`src/rtl/clk_div_multi.sv`:
```
// Purpose : multi-channel programmable clock divider; each channel makes a 50% square wave of period 2*D CLK cycles.
// Latency : clk_out/tick change on the edge where the counter wraps; load_ack follows an accepted load by one cycle.
// Backpressure: none; a load is always accepted (or dropped if ch_sel is out of range), with no stall.
//
// Ports:
//   CLK, RST_N      clock, synchronous active-low reset
//   en[CHANNELS]    per-channel run enable
//   sync            restart every channel in phase, applying pending divisors
//   load/ch_sel/div_val  one-cycle shadow divisor write to one channel
//   clk_out, tick   per-channel divided clock and toggle pulse (registered)
//   load_ack        one-cycle pulse after an accepted load (registered)
module clk_div_multi #(
   parameter int CHANNELS    = 4,
   parameter int CNT_W       = 16,
   parameter int DEFAULT_DIV = 1
) (
   input  logic                CLK,
   input  logic                RST_N,
   input  logic [CHANNELS-1:0] en,
   input  logic                sync,
   input  logic                load,
   input  logic [3:0]          ch_sel,
   input  logic [CNT_W-1:0]    div_val,
   output logic [CHANNELS-1:0] clk_out,
   output logic [CHANNELS-1:0] tick,
   output logic                load_ack
);

   localparam logic [CNT_W-1:0] DEF_D  = CNT_W'(DEFAULT_DIV);
   localparam logic [CNT_W-1:0] ONE    = CNT_W'(1);
   localparam logic [4:0]       CH_LIM = 5'(CHANNELS);

   logic ack_q;

   always_ff @(posedge CLK) begin
      if (!RST_N) begin
         ack_q <= 1'b0;
      end else begin
         // Widen ch_sel so CHANNELS=16 compares correctly.
         ack_q <= load && ({1'b0, ch_sel} < CH_LIM);
      end
   end

   assign load_ack = ack_q;

   for (genvar i = 0; i < CHANNELS; i++) begin : g_ch
      logic [CNT_W-1:0] d_q, d_n;   // active divisor
      logic [CNT_W-1:0] s_q, s_n;   // shadow divisor
      logic [CNT_W-1:0] c_q, c_n;   // half-period counter
      logic             p_q, p_n;   // shadow pending
      logic             o_q, o_n;   // divided clock
      logic             t_q, t_n;   // toggle pulse
      logic             hit;
      logic             run;
      logic             wrap;

      // Only channels that exist can match, so out-of-range ch_sel hits nothing.
      assign hit  = load && (ch_sel == 4'(i));
      assign run  = en[i] && (d_q != '0);
      // Full-width compare; d_q is nonzero whenever run is set, so no underflow matters.
      assign wrap = (c_q == (d_q - ONE));

      always_comb begin
         d_n = d_q;
         s_n = s_q;
         p_n = p_q;
         c_n = c_q;
         o_n = o_q;
         t_n = 1'b0;
         if (sync || !run) begin
            // Idle, parked or resynchronised: hold phase at zero and adopt
            // any pending divisor immediately.
            c_n = '0;
            o_n = 1'b0;
            if (p_q) begin
               d_n = s_q;
               p_n = 1'b0;
            end
         end else if (wrap) begin
            // Divisor changes only at a half-period boundary, so a period
            // in flight is never cut short or stretched.
            c_n = '0;
            o_n = ~o_q;
            t_n = 1'b1;
            if (p_q) begin
               d_n = s_q;
               p_n = 1'b0;
            end
         end else begin
            c_n = c_q + ONE;
         end
         // A load lands after any transfer above, so it stays pending.
         if (hit) begin
            s_n = div_val;
            p_n = 1'b1;
         end
      end

      always_ff @(posedge CLK) begin
         if (!RST_N) begin
            d_q <= DEF_D;
            s_q <= DEF_D;
            p_q <= 1'b0;
            c_q <= '0;
            o_q <= 1'b0;
            t_q <= 1'b0;
         end else begin
            d_q <= d_n;
            s_q <= s_n;
            p_q <= p_n;
            c_q <= c_n;
            o_q <= o_n;
            t_q <= t_n;
         end
      end

      assign clk_out[i] = o_q;
      assign tick[i]    = t_q;
   end

endmodule

```
`config.mk`:
```
export PLATFORM = sky130hd
export DESIGN_NAME = clk_div_multi
export DESIGN_NICKNAME = d
export VERILOG_FILES = /design/src/rtl/clk_div_multi.sv
export SDC_FILE = /design/constraint.sdc
export NUM_CORES = 1
export LEC_CHECK = 0
export CORE_UTILIZATION = 45
export CTS_CLUSTER_SIZE = 20
export DETAILED_ROUTE_END_ITERATION = 10
export GPL_TIMING_DRIVEN = 0
export PLACE_DENSITY_LB_ADDON = 0.1
export SYNTH_ARGS = -nofsm -noshare
export SYNTH_HDL_FRONTEND = slang
export SYNTH_SLANG_ARGS = --single-unit
```
`constraint.sdc`:
```
create_clock -name CLK -period 2.95 [get_ports CLK]
set_input_delay 0.295 -clock CLK [delete_from_list [all_inputs] [get_ports CLK]]
set_output_delay 0.295 -clock CLK [all_outputs]
set_load 0.05 [all_outputs]
```
==> flow_metrics.py <==
metrics = {
    "outcome": {
        "status": "finished with violations",
        "violations": "setup timing",
    },
    "placed_design": {
        "dp_slack_ps": -663.6,
        "placed_area_mm2": 0.01101,
        "gp_congestion": 0.8211,
        "dp_hpwl_um": 17860,
        "numPortBuffers": 36,
    },
    "cts": {
        "clock_latency_ps": 530,
        "max-clock-path-buffers": 3,
        "root_buffer": "clkbuf_16",
        "clk_pin_slew_ps": 60,
        "cts_hold_buf": 0,
        "cts-buffers-inserted": 24,
        "cts_sinks": 205,
        "htreeDepth": 1,
        "cts_tree": "done",
    },
    "yosys": {
        "yosysWarningCount": 0,
        "seq_area_frac_synth_pct": 40.03,
        "ys_types": 63,
        "async_flop_share_pct": 0,
        "syn_area_per_cell_um2": 8.111,
        "synth-main-ff-cell": "dfxtp_1",
        "synth_area_leader_cell": "dfxtp_1",
        "synth_edf_count": 0,
        "synth.area.top_cells": "dfxtp_1, nand2_1, xnor2_1, xor2_1, mux2i_1",
        "synth-seq-cells": 205,
        "synth_area_mm2": 0.01025,
        "synth_top_area_share_pct": 40.03,
        "syn_inst": 1264,
        "synth.net_count": 1300,
    },
    "timing": {
        "finalHoldViolations": 0,
        "fmax_mhz": 325.8,
        "layout_min_cycle_time_ps": 3069,
        "grt_setup_unrepaired": "true",
        "worst_pin_slew_ps": 853.6,
        "finClkSkew_ps": 21.35,
        "setup_viol": 27,
        "period_share_pct": 104.0,
        "maxSlewViolCount": 0,
        "setup_ws_ps": -119.1,
        "maxSlewHeadroom_pct": 43.10,
    },
    "finish": {
        "final_area_mm2": 0.01224,
        "area_growth_pct": 19.39,
        "num_antenna_cells": 0,
        "fin_nets": 1379,
        "drive_gt1_share_pct": 9.647,
    },
    "detailed_routing": {
        "avgRoutedWirePerCell_um": 15.24,
        "wl_um": 24960,
        "drc": 0,
        "initialDrtViolationCount": 493,
        "firstDrtPassIters": 5,
        "final_antenna_net_count": 0,
        "vias": 8652,
        "vias_per_cell": 5.282,
    },
    "setup_path": {
        "path_max_fanout": 5,
        "rr_worst_depth": 10,
        "r2r_end": "g_ch[0].d_q[9]",
        "crit_type": "reg2reg",
        "startpoint_type": "register",
        "critPathArrivalTime_ps": 3510,
        "reg2reg_from": "g_ch[0].d_q[8]",
        "cp.required_ps": 3390,
        "worstSetupEndpointType": "register",
        "reg2reg_slack_ps": -120,
    },
    "floorplan": {
        "core_mm2": 0.02209,
        "die_area_mm2": 0.02339,
        "start_util_pct": 46.40,
        "ioPinCount": 37,
        "die_w_um": 152.9,
        "die_y_um": 152.9,
        "std_cell_rows": 54,
    },
    "run": {
        "cap_violations": 0,
    },
    "power": {
        "pwr-share-seq_pct": 47.6,
        "p_leak_nw": 4.209,
        "p_clk_share_pct": 48.3,
        "combPwrFrac_pct": 4.1,
        "p_switching_mw": 1.312,
        "p_int_mw": 4.556,
        "p_per_area_mw_per_mm2": 479.4,
        "swShare_pct": 22.35,
        "vdd_drop_max_uv": 325.4,
    },
    "global_route": {
        "antenna_found_initial": 0,
        "grt_pass1_vias": 8255,
        "grt_use_total_pct": 21.51,
        "grt_pass1_wl_um": 41480,
        "grt_max_degree": 13,
        "overflow": 0,
    },
    "min_path": {
        "hold_depth": 2,
        "hold_path_class": "in2reg",
        "min_to": "load_ack",
        "min-delay-start": "load",
    },
}
synthesized netlist by cell type (3+ instances only):
library cell  number
a211o_1            4
a21boi_0          65
a21oi_1           13
a311oi_1           3
a31oi_1            4
a41oi_1            5
and2_1             9
and3_1            15
buf_1              3
buf_2              7
buf_4              8
clkbuf_1          57
dfxtp_1          205
ha_1               8
inv_1             18
mux2i_1           49
nand2_1          298
nand2b_1           5
nand3_1           63
nand3b_1           6
nand4_1           18
nor2_1           110
nor2b_1           17
nor3_1            27
nor3b_1            7
nor4_1            14
nor4b_1            3
o211ai_1          16
o21ai_0            9
o22ai_1            3
or2_2              3
or3_1              6
or4_1              9
xnor2_1           78
xor2_1            62
critical path, cell delays in order (launching register included):
cell	delay, ps
dfxtp_4	340
or3_4	390
or4_4	540
a2111oi_4	320
a311oi_2	70
a41oi_2	210
or4b_4	500
a21boi_2	150
buf_6	160
buf_12	130
mux2i_1	180
repair_timing:
action	4_1_cts	5_1_grt
buffers inserted	13	9
cloned	1	0
resized for setup	44	34
pin swaps	7	3
setup endpoints to repair	125	105
how the worst max path moves through the flow:
stage	startpoint	to	cells past startpoint
after floorplan	g_ch[0].d_q[7]	g_ch[0].d_q[7]	10
after global placement	g_ch[2].d_q[0]	g_ch[2].d_q[12]	12
after detailed placement	g_ch[2].d_q[0]	g_ch[2].d_q[12]	12
after CTS	g_ch[0].d_q[8]	g_ch[0].d_q[7]	10
after global routing	g_ch[0].d_q[8]	g_ch[0].d_q[8]	10
final	g_ch[0].d_q[8]	g_ch[0].d_q[9]	10
layer usage:
metal | vias to the layer above | track usage, % | share of wire, %
met5 | - | 0 | 0
met4 | 0 | 5.580 | 2.1
met3 | 42 | 3.034 | 3.9
met2 | 128 | 34.56 | 44
met1 | 4054 | 30.20 | 50
li1 | 4428 | - | -
per-stage QoR:
stage / power, mW / std cells / hold slack [ps] / TNS, ps / util [%]
floorplan: 2.970 / 1264 / 419.0 / 0 / -
global placement: 3.085 / 1580 / 450.7 / -47380 / 49.82
detailed placement: 3.086 / 1580 / 452.7 / -48260 / 49.82
CTS: 5.926 / 1632 / 416.5 / -2500 / 54.59
global route: 6.056 / 1638 / 436.3 / -6413 / 55.40
finish: 5.868 / 1638 / 434.3 / -2166 / 55.40
placed cells by master (no fill, tap or decap), drive strengths merged, types with 16 or more instances in the layout:
cell / n
inv: 18
nand4: 18
xnor2: 78
clkbuf: 85
buf: 43
nand2: 298
nor3: 27
xor2: 62
dfxtp: 205
nor2: 110
a21boi: 66
clkdlybuf4s50: 36
nor2b: 17
mux2i: 49
nand3: 63
o211ai: 16
state kept, by name, summed over array words and instances (netlist names):
signal / cells
g_ch.d_q: 64
g_ch.s_q: 64
g_ch.t_q: 4
g_ch.p_q: 4
load_ack: 1
g_ch.c_q: 64
g_ch.o_q: 4
power by group through the flow:
stage	registers [mW]	logic (mW)	clock network (mW)
after detailed placement	2.86	0.229	0
after CTS	2.79	0.236	2.90
after global placement	2.86	0.229	0
final	2.79	0.239	2.83
after global routing	2.79	0.256	3.01
after floorplan	2.85	0.115	0
kinds of logic (layout without fill, tap and decap cells):
logic type	Yosys count	in the layout	synth area share (%)
DFF	205	205	40.03
muxes	49	49	4.784
adders and majority gates	8	8	0.9764
xor gates and xnor gates	140	140	11.96
and+or+nand+nor	621	621	27.56
AOI/OAI and AO/OA	146	146	10.61
buffers and inverters	95	189	4.088
area by class of cell:
type | instances | area [um^2]
flip-flops and latches | 205 | 4123
multi-input cells | 964 | 5995
fillers | 2079 | 9853
plain buffers | 71 | 374.1
well taps | 280 | 350.3
clock buffers | 34 | 678.2
repair buffers | 59 | 576.8
inverters | 18 | 70.07
clock inverters | 7 | 73.82
No activity file was read; power rests on OpenSTA's default activity.
